### config.mk
export PLATFORM = sky130hd
export DESIGN_NAME = bitops_lo_iter
export DESIGN_NICKNAME = d
export VERILOG_FILES = /design/src/rtl/bitops_lo_iter_pkg.sv /design/src/rtl/bitops_lo_iter_get_lo.sv /design/src/rtl/bitops_lo_iter.sv
export SDC_FILE = /design/constraint.sdc
export NUM_CORES = 1
export LEC_CHECK = 0
export CAP_MARGIN = 40
export CORE_MARGIN = 3
export CORE_UTILIZATION = 45
export CTS_CLUSTER_SIZE = 16
export DETAILED_ROUTE_END_ITERATION = 8
export GPL_TIMING_DRIVEN = 0
export PLACE_DENSITY = 0.81
export SKIP_CTS_REPAIR_TIMING = 1
export SYNTH_ARGS = -nofsm -noshare
export SYNTH_HDL_FRONTEND = slang
export SYNTH_SLANG_ARGS = --single-unit
### constraint.sdc
create_clock -name clk -period 4.31 [get_ports clk]
set_input_delay 0.6465 -clock clk [delete_from_list [all_inputs] [get_ports clk]]
set_output_delay 0.6465 -clock clk [all_outputs]
set_load 0.05 [all_outputs]
### src/rtl/bitops_lo_iter_pkg.sv
// Shared definitions for the set-bit iterator and its lowest-bit helper.
// Holds the FSM state encoding and the default mask/index widths.
package bitops_lo_iter_pkg;

  localparam int DEF_WIDTH     = 8;
  localparam int DEF_IDX_WIDTH = 3;

  typedef enum logic [1:0] {
    ST_IDLE = 2'd0,
    ST_SCAN = 2'd1,
    ST_FIN  = 2'd2
  } state_t;

endpackage

### src/rtl/bitops_lo_iter_get_lo.sv
// Combinational lowest-set-bit isolator with a one-hot to binary index encoder.
// Reusable on its own; an all-zero input yields onehot = 0 and idx = 0.
module bitops_get_lo import bitops_lo_iter_pkg::*; #(
  parameter int width     = DEF_WIDTH,
  parameter int idx_width = DEF_IDX_WIDTH
) (
  input  logic [width-1:0]     vec,
  output logic [width-1:0]     onehot,
  output logic [idx_width-1:0] idx
);

  // Two's complement trick keeps only the lowest set bit of the input
  always_comb begin
    onehot = vec & (~vec + width'(1));
  end

  // OR-reduce the positions of set bits; with a one-hot input this is its index
  always_comb begin
    idx = '0;
    for (int i = 0; i < width; i++) begin
      if (onehot[i]) begin
        idx = idx | idx_width'(i);
      end
    end
  end

endmodule

### src/rtl/bitops_lo_iter.sv
// Sequential set-bit iterator: loads a mask and hands out its set bits,
// lowest index first, over a valid/ready handshake, then pulses done.
// Optional macro BITOPS_LO_ITER_COUNT_EN adds out_count, the number of
// items transferred so far in the current iteration.
module bitops_lo_iter import bitops_lo_iter_pkg::*; #(
  parameter int width     = DEF_WIDTH,
  parameter int idx_width = DEF_IDX_WIDTH
) (
  input  logic                 clk,
  input  logic                 rst,
  input  logic                 start,
  input  logic [width-1:0]     in,
  output logic                 busy,
  output logic                 out_valid,
  input  logic                 out_ready,
  output logic [width-1:0]     out_onehot,
  output logic [idx_width-1:0] out_idx,
  output logic                 out_last,
  output logic                 done
`ifdef BITOPS_LO_ITER_COUNT_EN
  ,output logic [idx_width:0]  out_count
`endif
);

  state_t state;
  state_t state_next;

  logic [width-1:0]     resid;
  logic [width-1:0]     rest;
  logic [width-1:0]     lo_onehot;
  logic [idx_width-1:0] lo_idx;
  logic                 accept_start;
  logic                 xfer;
  logic                 is_last;

  bitops_get_lo #(
    .width     (width),
    .idx_width (idx_width)
  ) u_get_lo (
    .vec    (resid),
    .onehot (lo_onehot),
    .idx    (lo_idx)
  );

  // Handshake qualifiers and the residue left once the current bit is consumed
  always_comb begin
    accept_start = (state == ST_IDLE) && start;
    xfer         = (state == ST_SCAN) && out_ready;
    rest         = resid & (resid - width'(1));
    is_last      = (rest == '0);
  end

  // State register; reset drops straight to IDLE with no done pulse
  always_ff @(posedge clk or posedge rst) begin
    if (rst) begin
      state <= ST_IDLE;
    end else begin
      state <= state_next;
    end
  end

  // Next state: an empty mask skips SCAN, the last transfer leads to FIN
  always_comb begin
    state_next = state;
    case (state)
      ST_IDLE: begin
        if (start) begin
          state_next = (in != '0) ? ST_SCAN : ST_FIN;
        end
      end
      ST_SCAN: begin
        if (xfer && is_last) begin
          state_next = ST_FIN;
        end
      end
      ST_FIN:  state_next = ST_IDLE;
      default: state_next = ST_IDLE;
    endcase
  end

  // Residue register: loaded on accepted start, lowest bit cleared per transfer
  always_ff @(posedge clk or posedge rst) begin
    if (rst) begin
      resid <= '0;
    end else if (accept_start) begin
      resid <= in;
    end else if (xfer) begin
      resid <= rest;
    end
  end

  // Outputs: item fields only during SCAN, zero elsewhere
  always_comb begin
    busy       = 1'b0;
    out_valid  = 1'b0;
    out_onehot = '0;
    out_idx    = '0;
    out_last   = 1'b0;
    done       = 1'b0;
    case (state)
      ST_SCAN: begin
        busy       = 1'b1;
        out_valid  = 1'b1;
        out_onehot = lo_onehot;
        out_idx    = lo_idx;
        out_last   = is_last;
      end
      ST_FIN:  done = 1'b1;
      default: ;
    endcase
  end

`ifdef BITOPS_LO_ITER_COUNT_EN
  // Transfer counter: cleared on accepted start, holds through FIN and IDLE
  always_ff @(posedge clk or posedge rst) begin
    if (rst) begin
      out_count <= '0;
    end else if (accept_start) begin
      out_count <= '0;
    end else if (xfer) begin
      out_count <= out_count + (idx_width + 1)'(1);
    end
  end
`endif

endmodule

-- Word level (Yosys, flattened, before mapping)
Cells that the tools add are included.
- add/subtract/negate cells: 2
- multiply operators: 0
- div/mod/pow operators: 0
- magnitude comparators: 0
- equality and inequality tests: 4
- shift-type cells: 0
- mux-type cells: 18
- bitwise gates (word level): 3
- reductions and logical operators: 8
- operator list (operator ; number):
    $mux W8 ; 3
    $and A8 B8 Y8 ; 2
    $mux W3 ; 5
    $mux W2 ; 5
    $add A8 B1 Y8 const B ; 1
    $logic_not A8 Y1 ; 1
    $not A8 Y8 ; 1
    $reduce_bool A8 Y1 ; 1
    $sub A8 B1 Y8 const B ; 1
    $mux W1 ; 4
    $pmux W2 S2 ; 1
    $logic_and A1 B1 Y1 ; 3
    $eq A2 B1 Y1 const B ; 1
    $eq A2 B2 Y1 const B ; 1
    $logic_not A2 Y1 ; 1
    $ne A2 B1 Y1 const B ; 1
    $ne A2 B2 Y1 const B ; 1
    $reduce_and A2 Y1 ; 1
    $reduce_bool A2 Y1 ; 1
- flip-flop bits (word level): 10
- latch bits: 0
- memory bits (writable): 0
- ROM bits: 0
- input bits: 12
- output and inout port bits: 15
- word-level logic and storage cells: 37
- memories kept: 0

-- Logic depth before layout (Yosys ltp)
- depth in word-level cells: 11
- mapped depth: 5
- depth with buffers taken out: 4

-- Modules after synthesis
From an unflattened synthesis, not the netlist that was laid out.
- cell total of the unflattened synthesis: 90
- area, all modules: 790.8 µm²
- by module, submodules not included (module ; times used ; cells each ; area each (µm²) ; seq. area each (µm²)):
    bitops_lo_iter ; 1 ; 70 ; 648.1 ; 250.2
    bitops_get_lo ; 1 ; 20 ; 142.6 ; 0.0

-- Worst setup path before layout
OpenSTA, ideal clock, no wires.
- kind: reg2out
- from: register resid[1]
- to: output out_idx[0]
- arrival time: 2.221 ns
- data required time: 3.664 ns
- setup slack: 1.443 ns
- cell stages (with the launch flop): 6
- buffers on the path: 1
- cells stage by stage: dfrtp_1 > buf_6 > or4_4 > nor3_1 > and4b_1 > or3b_2
- longest elaborated chain between the ends: 11
- RTL lines (item ; line ; text):
    start, declared ; bitops_lo_iter.sv:28 ; logic [width-1:0] resid;
    start signal, assigned ; bitops_lo_iter.sv:86 ; resid <= in;
    start signal, assigned ; bitops_lo_iter.sv:88 ; resid <= rest;
    $not A8 Y8 ; bitops_lo_iter_get_lo.sv:14 ; onehot = vec & (~vec + width'(1));
    $add A8 B1 Y8 ; bitops_lo_iter_get_lo.sv:14 ;
    $and A8 B8 Y8 (*) ; bitops_lo_iter_get_lo.sv:14 ;
    $mux W1 ; bitops_lo_iter_get_lo.sv:21 ; if (onehot[i]) begin
    $mux W2 (2 in a row) ; bitops_lo_iter_get_lo.sv:21 ;
    $mux W3 (3 in a row) ; bitops_lo_iter_get_lo.sv:21 ;
    $mux W3 (*) ; bitops_lo_iter_get_lo.sv:21 ;
    $mux W3 (*) ; bitops_lo_iter.sv:100 ; case (state)
    end, declared ; bitops_lo_iter.sv:17 ; output logic [idx_width-1:0] out_idx,
Every way passes the cells marked *; elsewhere a longest branch is shown, timed or not.

-- Worst setup path in the final report
Same ends and word-level chain as after synthesis.

==> results.tsv <==
stage	metric	value	unit
status	status	completed	
cts	clock-root-buffer	clkbuf_4	
synthesis	synthCells	81	
synthesis	synth_area_per_cell	8.94	um^2
worst_setup_path	cp-start-kind	flop	
drt	first_iter_violations	20	
synthesis	yosysTopAreaCell	dfrtp_1	
synthesis	async_flop_share	100	%
final_layout	fin_nets	125	
drt	vias	758	
floorplan	fp.coreArea	1400	um^2
worst_setup_path	crit_fanout	10	
flow_run	maxCapViolations	0	
global_route	grt_remaining_overflow	0	
placement	port_buffers	26	
drt	viasPerCell	6.02	
global_route	antenna_found_initial	0	
hold_path	hold_path.class	reg2reg	
synthesis	yosys_warnings	0	
timing	slew_violations	0	
cts	cts_tree	done	
timing	fmax	289	MHz
cts	insertion_delay	260	ps
synthesis	ys_ff_latch	10	
floorplan	rows	13	
timing	final.min_clock_period	3460	ps
synthesis	synth_edf_count	0	
cts	path_clk_slew	60	ps
floorplan	die_w	46.1	um
global_route	grt_max_degree	11	
floorplan	dieHeight	46.1	um
global_route	grt_pass1_wl	3220	um
timing	tns	0	ps
worst_setup_path	cp.required	3660	ps
worst_setup_path	crit_path_end_kind	output port	
drt	drt-pass1-iter-count	4	
drt	wl_per_cell	14.8	um
final_layout	fillers	108	
timing	setup_viol	0	
cts	ctsHtreeMaxLevel	1	
worst_setup_path	cp.arrival	2810	ps
drt	ant_nets	0	
global_route	grt_pass1_vias	706	
synthesis	syn_nets	93	
synthesis	synthDistinctLibCells	31	
timing	finalCritPeriodShare	80.3	%
cts	numCtsBuffers	3	
timing	skew	1.01	ps
timing	rsz0062_at_grt	false	
synthesis	synth_top_area_share	34.5	%
synthesis	synth_top_flop_cell	dfrtp_1	
worst_setup_path	rr_worst_depth	5	
final_layout	antennaDiodeCount	0	
timing	relSlewSlack	66.5	%
timing	worst_pin_slew	501	ps
hold_path	holdPathStages	3	
worst_setup_path	crit_type	reg2out	
placement	globalplace.congestion	0.799	
synthesis	syn-cell-area	724	um^2
final_layout	layout-drive-gt1-share	12.6	%
floorplan	die_area	2130	um^2
global_route	track_usage	21.1	%
drt	finalWirelength	1860	um
synthesis	netlist_top_cells_area	dfrtp_1 (35%), a22o_1 (6.0%), o21ai_0 (5.5%)	
floorplan	start_util	51.8	%
synthesis	yosysSeqAreaShare	34.5	%
cts	clockBufferDepth	2	
placement	place.detailed.hpwl	1440	um
timing	finalHoldViolations	0	
cts	clock-sinks	10	
final_layout	syn_to_final_growth	42.3	%
drt	drc	0	
floorplan	ios	27	
-- stage by stage --
stage                     hold WS, ps  instances  setup WS, ps  instance area (um^2)  utilization (%)
after floorplan                   487         81          1440                   724                -
after CTS                         634        126           840                  1030             73.7
after detailed placement          626        123          1130                  1010             72.1
after global routing              685        126           745                  1030             73.7
final                             633        126           850                  1030             73.7
after global placement            626        122          1160                  1000             71.7
-- path summary, 6_finish.rpt --
check,start,to,slack (ps)
max,resid[1],out_idx[0],850
min,state[0],resid[0],630
max reg2reg,resid[1],state[0],2320
min reg2reg,state[0],resid[0],630
max in group asynchronous,rst,resid[5],3370
min in group asynchronous,rst,resid[0],670
-- synth_stat cells, types with 2 or more instances --
master,n
a21oi_1,3
a22o_1,5
and3_1,4
buf_4,2
buf_6,2
dfrtp_1,10
inv_1,3
nand2_1,3
nand3_1,2
nor2_1,9
nor3_1,5
nor3b_1,2
nor4_1,5
o21ai_0,8
or3b_2,2
-- critical path: stages, from the launching register on --
cell and delay [ps]:
dfrtp_1 370, buf_6 130, or4_4 580, nor3_1 300, and4b_1 260, or3b_2 110, clkdlybuf4s50_1 790
-- kinds of logic (layout without fill, tap and decap cells) --
kind of cell	Yosys count	count (layout)	synth area share [%]
and+or+nand+nor	40	40	32.6
AOI/OAI and AO/OA	22	22	24.2
DFF	10	10	34.5
buffers and inverters	8	38	7.25
adders and majority gates	1	1	1.38
-- cell type report --
type                       count  area, um^2  area share, %
inverter                       3        11.3           1.09
multi-input combinational     63         422           40.9
timing repair buffer          27         265           25.7
tap                           15        18.8           1.82
buffer                         5        41.3           4.00
clock buffer                   3        22.5           2.18
sequential                    10         250           24.3
-- state kept, by name, summed over array words and instances (netlist names) --
| register | flops |
|---|---|
| resid | 8 |
| state | 2 |
-- layout by cell type (no fill, tap or decap), types with 2 or more instances in the layout --
master and instances:
and3_1 4, clkdlybuf4s50_1 26, dfrtp_1 10, clkbuf_4 3, buf_6 2, a21oi_1 3
nand3_1 2, nor4_1 5, o21ai_0 8, nor3_1 5, nand2_1 3, nor2_1 9
a22o_1 5, buf_4 2, nor3b_1 2, inv_1 3, or3b_2 2
-- per-layer routing --
metal	global-route usage, %	routed length [um]	share of wire, %
met3	3.91	125	6.7
met1	28.4	829	44
met5	0	0	0
met2	33.8	884	47
met4	6.82	24	1.3
Power is left out: the tool's default activity adds up to more than one toggle a clock period on the data nets, which glitch-free logic cannot reach.
